## src/rtl/dmem_port_arbiter.sv

```systemverilog
// ============================================================================
// Module   : dmem_port_arbiter
// Purpose  : Shares the data-memory read/write ports between the core
//            (always zero-latency, never stalled) and a host/loader port that
//            only issues in cycles where the core leaves the needed port idle.
//            Optional starvation guard: define DMEM_ARB_STARVE_EN.
// Revision : 1.0  initial release
// ============================================================================
`default_nettype none

module dmem_port_arbiter #(
    parameter int ADDR_WID     = 16,
    parameter int DATA_WID     = 8,
    parameter int STARVE_LIMIT = 15
) (
    input  logic                clk,
    input  logic                reset,
    input  logic                core_rd_en,
    input  logic [ADDR_WID-1:0] core_rd_addr,
    input  logic                core_wr_en,
    input  logic [ADDR_WID-1:0] core_wr_addr,
    input  logic [DATA_WID-1:0] core_wr_data,
    output logic                core_hold,
    input  logic                host_req,
    input  logic                host_we,
    input  logic [ADDR_WID-1:0] host_addr,
    input  logic [DATA_WID-1:0] host_wdata,
    output logic                host_busy,
    output logic                host_ack,
    output logic [DATA_WID-1:0] host_rdata,
    output logic [ADDR_WID-1:0] mem_rd_addr,
    output logic [ADDR_WID-1:0] mem_wr_addr,
    output logic [DATA_WID-1:0] mem_wr_data,
    output logic                mem_wr_en,
    input  logic [DATA_WID-1:0] mem_dout
);

    typedef enum logic [1:0] {
        S_IDLE  = 2'd0,
        S_WAIT  = 2'd1,
        S_RDATA = 2'd2,
        S_ACK   = 2'd3
    } state_t;

    localparam logic [7:0] c_starve_limit = 8'(STARVE_LIMIT);

    state_t                r_state;
    state_t                w_state_nxt;
    logic                  r_req_we;
    logic [ADDR_WID-1:0]   r_req_addr;
    logic [DATA_WID-1:0]   r_req_wdata;
    logic [7:0]            r_wait_cnt;
    logic [DATA_WID-1:0]   r_rdata;
    logic                  w_port_free;
    logic                  w_force;
    logic                  w_issue;
    logic                  w_host_rd_issue;
    logic                  w_host_wr_issue;

    // A read only needs the read port, a write only the write port.
    assign w_port_free     = r_req_we ? ~core_wr_en : ~core_rd_en;
    assign w_issue         = (r_state == S_WAIT) && (w_port_free || w_force);
    assign w_host_rd_issue = w_issue && !r_req_we;
    assign w_host_wr_issue = w_issue &&  r_req_we;

    always_comb begin
        w_state_nxt = r_state;
        case (r_state)
            S_IDLE:  if (host_req) w_state_nxt = S_WAIT;
            S_WAIT:  if (w_issue)  w_state_nxt = r_req_we ? S_ACK : S_RDATA;
            S_RDATA: w_state_nxt = S_ACK;
            S_ACK:   w_state_nxt = S_IDLE;
            default: w_state_nxt = S_IDLE;
        endcase
    end

    always_ff @(posedge clk) begin
        if (reset) begin
            r_state     <= S_IDLE;
            r_req_we    <= 1'b0;
            r_req_addr  <= '0;
            r_req_wdata <= '0;
            r_wait_cnt  <= 8'd0;
            r_rdata     <= '0;
        end else begin
            r_state <= w_state_nxt;
            if (r_state == S_IDLE && host_req) begin
                r_req_we    <= host_we;
                r_req_addr  <= host_addr;
                r_req_wdata <= host_wdata;
                r_wait_cnt  <= 8'd0;
            end
            if (r_state == S_WAIT) begin
                if (w_issue)
                    r_wait_cnt <= 8'd0;
                else if (r_wait_cnt != 8'hFF)
                    r_wait_cnt <= r_wait_cnt + 8'd1;
            end
            // Memory returns data the cycle after issue; this is that cycle.
            if (r_state == S_RDATA)
                r_rdata <= mem_dout;
        end
    end

`ifdef DMEM_ARB_STARVE_EN
    logic r_hold;

    always_ff @(posedge clk) begin
        if (reset)
            r_hold <= 1'b0;
        else
            r_hold <= (r_state == S_WAIT) && !w_issue && (r_wait_cnt == c_starve_limit);
    end

    // During hold the host owns the contended port regardless of core enables.
    assign w_force   = r_hold;
    assign core_hold = r_hold;
`else
    assign w_force   = 1'b0;
    assign core_hold = 1'b0;
`endif

    assign host_busy   = (r_state != S_IDLE);
    assign host_ack    = (r_state == S_ACK);
    assign host_rdata  = r_rdata;

    assign mem_rd_addr = w_host_rd_issue ? r_req_addr  : core_rd_addr;
    assign mem_wr_en   = core_wr_en | w_host_wr_issue;
    assign mem_wr_addr = w_host_wr_issue ? r_req_addr  : core_wr_addr;
    assign mem_wr_data = w_host_wr_issue ? r_req_wdata : core_wr_data;

endmodule

`default_nettype wire

```

## config.mk

```make
export PLATFORM = sky130hd
export DESIGN_NAME = dmem_port_arbiter
export DESIGN_NICKNAME = d
export VERILOG_FILES = /design/src/rtl/dmem_port_arbiter.sv
export SDC_FILE = /design/constraint.sdc
export NUM_CORES = 1
export LEC_CHECK = 0
export ABC_AREA = 1
export BUFFER_PORTS_ARGS = -buffer_cell sky130_fd_sc_hd__buf_2
export CAP_MARGIN = 20
export CELL_PAD_IN_SITES_DETAIL_PLACEMENT = 1
export CELL_PAD_IN_SITES_GLOBAL_PLACEMENT = 2
export CORE_MARGIN = 2
export CORE_UTILIZATION = 17
export CTS_CLUSTER_DIAMETER = 200
export DETAILED_ROUTE_END_ITERATION = 6
export PLACE_DENSITY_LB_ADDON = 0.1
export SLEW_MARGIN = 15
export SYNTH_ARGS = -nofsm -noshare
export SYNTH_HDL_FRONTEND = slang
export SYNTH_SLANG_ARGS = --single-unit
```

## constraint.sdc

```tcl
create_clock -name clk -period 1.3 [get_ports clk]
set_input_delay 0.065 -clock clk [delete_from_list [all_inputs] [get_ports clk]]
set_output_delay 0.065 -clock clk [all_outputs]
set_load 0.02 [all_outputs]
```

* Word-level counts from Yosys, hierarchy flattened *
Index checks and enable logic that the tools add are counted.

cells by class
  mux-type cells = 8
  reductions and logical operators = 8
  bitwise gates (word level) = 3
  eq/ne operators = 5

operator list
  operator            count
  $mux 16             2
  $mux 8              1
  $pmux 2 s4          1
  $eq 2x2->1 const B  2
  $logic_and 1x1->1   4
  $mux 2              2
  $ne 2x2->1 const B  2
  $eq 2x1->1 const B  1
  $logic_not 2->1     1
  $mux 1              2
  $not 1->1           2
  $reduce_and 2->1    1
  $reduce_bool 2->1   1
  $logic_not 1->1     1
  $or 1x1->1          1

word-level totals
  logic and storage cells = 29
  bits in registers = 35
  input bits = 78
  output and inout bits = 52

* Longest topological paths before layout *
  word-level depth = 5
  mapped depth = 8
  gate-level depth less buffers = 8

* Worst setup path before layout *
No wires, ideal clock.

  kind = register to output
  start point = register r_state[1]
  end point = output mem_wr_addr[10]
  stages on the path, launching flop included = 6
  arrival = 1427 ps
  setup slack = -192 ps
  path buffers = 1
  path through = dfxtp_1 inv_1 ha_1 nand3_2 clkbuf_1 o21ai_0

between the ends
  longest elaborated chain between the ends = 4

RTL lines
  what                      line  RTL
  start: declaration        47    state_t r_state;
  start signal: assignment  86    r_state <= w_state_nxt;
  $eq 2x1->1                62    assign w_issue = (r_state == S_WAIT) && (w_port_free || w_force);
  $logic_and 1x1->1         62
  $logic_and 1x1->1         64    assign w_host_wr_issue = w_issue && r_req_we;
  $mux 16                   129   assign mem_wr_addr = w_host_wr_issue ? r_req_addr : core_wr_addr;
  end: declaration          32    output logic [ADDR_WID-1:0] mem_wr_addr,

Every way passes these cells.

* Worst setup path in the final report *
  start point = register r_state[1]
  end point = output mem_rd_addr[15]

between the ends
  longest elaborated chain between the ends = 4

RTL lines
  what               line  RTL
  $eq 2x1->1         62
  $logic_and 1x1->1  62
  $logic_and 1x1->1  63    assign w_host_rd_issue = w_issue && !r_req_we;
  $mux 16            127   assign mem_rd_addr = w_host_rd_issue ? r_req_addr : core_rd_addr;
  end: declaration   31    output logic [ADDR_WID-1:0] mem_rd_addr,

Every way passes these cells.

==> summary.txt <==
Job
  – Max-cap viol count: 0

Yosys
  – Ys async rst share: 0
  – Area of the mapped netlist: around 1800 µm²
  – Most frequent cells after synthesis: 63 x o21ai_0, 50 x nand2_1, 35 x dfxtp_1, 32 x inv_1, 26 x a21oi_1
  – EDFF count, synth: 0
  – Syn nets: roughly 350
  – Top cells by area, synth: dfxtp_1 39%, o21ai_0 18%, nand2_1 10%
  – Most frequent cell after synthesis: o21ai_0
  – Mapped Cells: roughly 260
  – Synth Register Bits: 35
  – Cell variety after synth: 19
  – Syn. warnings: 0
  – Register area share after synthesis: 0.391
  – Cell taking the most area after synthesis: dfxtp_1
  – Ys flop type: dfxtp_1
  – Syn Area/Cell: slightly below 7 µm²
  – Top cell type's share of synthesized area: 0.391

Layout
  – Inserted Diodes: 0
  – Share of cells above drive strength 1: 0.547
  – Area grow syn2layout: 92.4%
  – Total Nets Final: between 400 and 500
  – Number of fill cells: around 1.3k
  – Final Cell Area: ~3400 µm²

STA
  – TNS Setup: -7.81 ns
  – Final Setup Violations: 42
  – Clk_skew: a little under 0.004 ns
  – RSZ-0062 raised after global routing: yes
  – Achievable Freq: between 0.6 and 0.7 GHz
  – Fin crit share: 1.17
  – Min cycle time layout: 1.52 ns
  – Final Max Tran Viols: 0
  – Final Hold Fails: 0
  – Worst setup margin: -0.216 ns

Min path
  – Worst Hold Class: input pin to flip-flop
  – Hold Crit Start: host_addr[1]
  – WHS Endpoint: r_req_addr[1]
  – Worst hold stages: 3

Global route
  – Number of global-route vias before repair: 2200
  – Total GRT Usage: 0.114
  – GRT overflow: 0
  – First-pass GRT wire length: 10.5 mm
  – Largest net degree at the start of global routing: 36
  – Initial antenna violation count: 0

Power and ir drop
  – Combinational share of power: 0.573
  – P_leak: 1.65 nW
  – NetSw: about 0.0023 W
  – Seq pwr share: 0.271
  – Switching Fraction: 0.409
  – Max VDD drop: roughly 0.57 mV
  – PD cells: between 1500 and 2000 nW/µm²
  – Clk pwr share: 0.157
  – P_int: ~0.0034 W

Run status
  – Failing checks: negative setup slack
  – Status: finished, violations left

Drt
  – DRC Markers: 0
  – Drt first pass iters: 3
  – DR WL/cell: roughly 13 µm
  – DRT Wirelength: 7.06 mm
  – Antenna Nets Post-Route: 0
  – Vias after detailed routing: between 2k and 2.5k
  – Drt via density: 4.14
  – DRT iter0 DRCs: between 50 and 60

Critical path
  – Max FO, Critical Path: 24
  – Crit. End Element: primary output
  – Worst EP arrival: around 1.5 ns
  – Startpoint type of the worst setup path: flip-flop
  – R2R Setup Slk: 0 ns
  – RR Endpoint: r_state[0]
  – R2r worst-path depth: 9
  – Worst EP required: approximately 1.2 ns
  – Crit path kind: flip-flop to primary output
  – Worst r2r src: r_state[1]

Floorplan
  – I/O pins: 130
  – Total core area: between 10000 and 15000 µm²
  – Die W: around 110 µm
  – Chip height: 107 µm
  – Die Area: 11400 µm²
  – Starting Density: 0.174
  – Rows: 37

Clock network
  – Number of H-tree levels: 2
  – CTS tree: yes
  – Skew-Pair Late Insertion Delay: ~0.28 ns
  – Max Buffers Root-to-Sink: 2
  – Root Buffer: clkbuf_8
  – CTS Buf Count: 5
  – Worst-path clk slew: roughly 0.070 ns
  – Clock sink count: 35

Placed design
  – Placement Cell Area: roughly 2800 µm²
  – IO buf count: roughly 130
  – Gp weighted congestion: 0.669
  – Hpwl dp: 4.88 mm
-- area by class of cell --
type | instances | area [µm²] | share of cell area
clock buffer | 8 | 100 | 0.0290
inverter | 32 | 123 | 0.0356
multi-input combinational | 180 | 1150 | 0.334
sequential | 35 | 707 | 0.205
tap | 136 | 170 | 0.0494
timing repair buffer | 160 | 1200 | 0.347
-- state kept, by name, indices dropped and copies added, names as in the netlist --
signal,count
r_req_we,1
r_req_wdata,8
host_rdata,8
r_state,2
r_req_addr,16
-- cell usage in the layout, fill, tap and decap left out --
master	instances
o21ai_4	3
buf_2	87
nand2_8	1
buf_4	42
buf_6	13
inv_4	1
clkbuf_16	4
clkbuf_1	1
o21ai_2	40
inv_1	28
dlygate4sd3_1	8
o21ai_1	30
nand3_4	1
dfxtp_2	2
nand3_1	2
clkbuf_8	7
nand2_1	41
ha_1	1
inv_2	3
a21oi_1	23
or2_1	1
dfxtp_1	32
a21oi_2	3
buf_12	6
nor2_1	20
nand3_2	1
dfxtp_4	1
conb_1	1
nand2_2	8
ha_4	4
-- worst max path at each step --
| stage | start | to | slack [ns] | depth (start not counted) |
|---|---|---|---|---|
| after global placement | r_state[0] | mem_wr_addr[0] | -0.05 | 6 |
| after global routing | r_state[1] | mem_wr_data[4] | -0.32 | 7 |
| after detailed placement | r_state[0] | mem_wr_addr[0] | -0.1 | 6 |
| after floorplan | r_state[1] | mem_wr_addr[10] | -0.08 | 5 |
| after CTS | r_state[1] | mem_wr_data[6] | -0.25 | 6 |
| final | r_state[1] | mem_rd_addr[15] | -0.22 | 7 |
-- power groups by stage --
stage,Sequential (W),Clock (W),Combinational [W]
6_report,0.00155,0.000893,0.00327
5_1_grt,0.00159,0.00100,0.00360
4_1_cts,0.00154,0.000958,0.00273
3_5_place_dp,0.00154,0,0.00246
3_3_place_gp,0.00152,0,0.00243
2_1_floorplan,0.00163,0,0.00136
-- logic make-up (layout without fill, tap and decap cells) --
kind of cell | count (synthesis) | count (layout) | share of synthesized area
AND/OR/NAND/NOR | 75 | 75 | 0.167
buffers and inverters | 49 | 200 | 0.118
other | 1 | 1 | 0.00209
flip-flops | 35 | 35 | 0.391
AO/OA/AOI/OAI | 99 | 99 | 0.287
adder cells (fa/ha/maj) | 5 | 5 | 0.0349
-- per-layer routing --
metal | track usage | up-vias | part of all wire
li1 | - | 1164 | -
met1 | 0.140 | 1038 | 0.44
met2 | 0.197 | 75 | 0.49
met3 | 0.0274 | 4 | 0.061
met4 | 0.0362 | 0 | 0.0095
met5 | 0 | - | 0
-- metrics by stage --
step	utilization	hold WS, ns	setup slack, ns	cells	power, W
finish	0.335	0.0349	-0.216	551	0.00570
global route	0.335	0.0414	-0.321	551	0.00618
CTS	0.308	0.0405	-0.246	546	0.00523
detailed placement	0.274	0.297	-0.0970	529	0.00400
global placement	0.274	0.286	-0.0497	529	0.00396
floorplan	-	0.200	-0.0788	264	0.00299
-- repair_timing --
| action | in CTS | in global routing |
|---|---|---|
| buffers inserted | 2 | 1 |
| endpoints found under the hold margin | 8 | 0 |
| hold buffers | 8 | 0 |
| resized for setup | 64 | 75 |
| cloned | 0 | 4 |
| endpoints found under the setup margin | 73 | 78 |
| pin swaps | 1 | 3 |
-- critical path, cell delays in order (launching register included) --
cell	delay [ns]
dfxtp_2	0.32
inv_2	0.07
ha_4	0.16
nand3_2	0.12
buf_12	0.19
nand2_1	0.08
o21ai_2	0.05
buf_4	0.16
(Power assumes the default switching activity.)
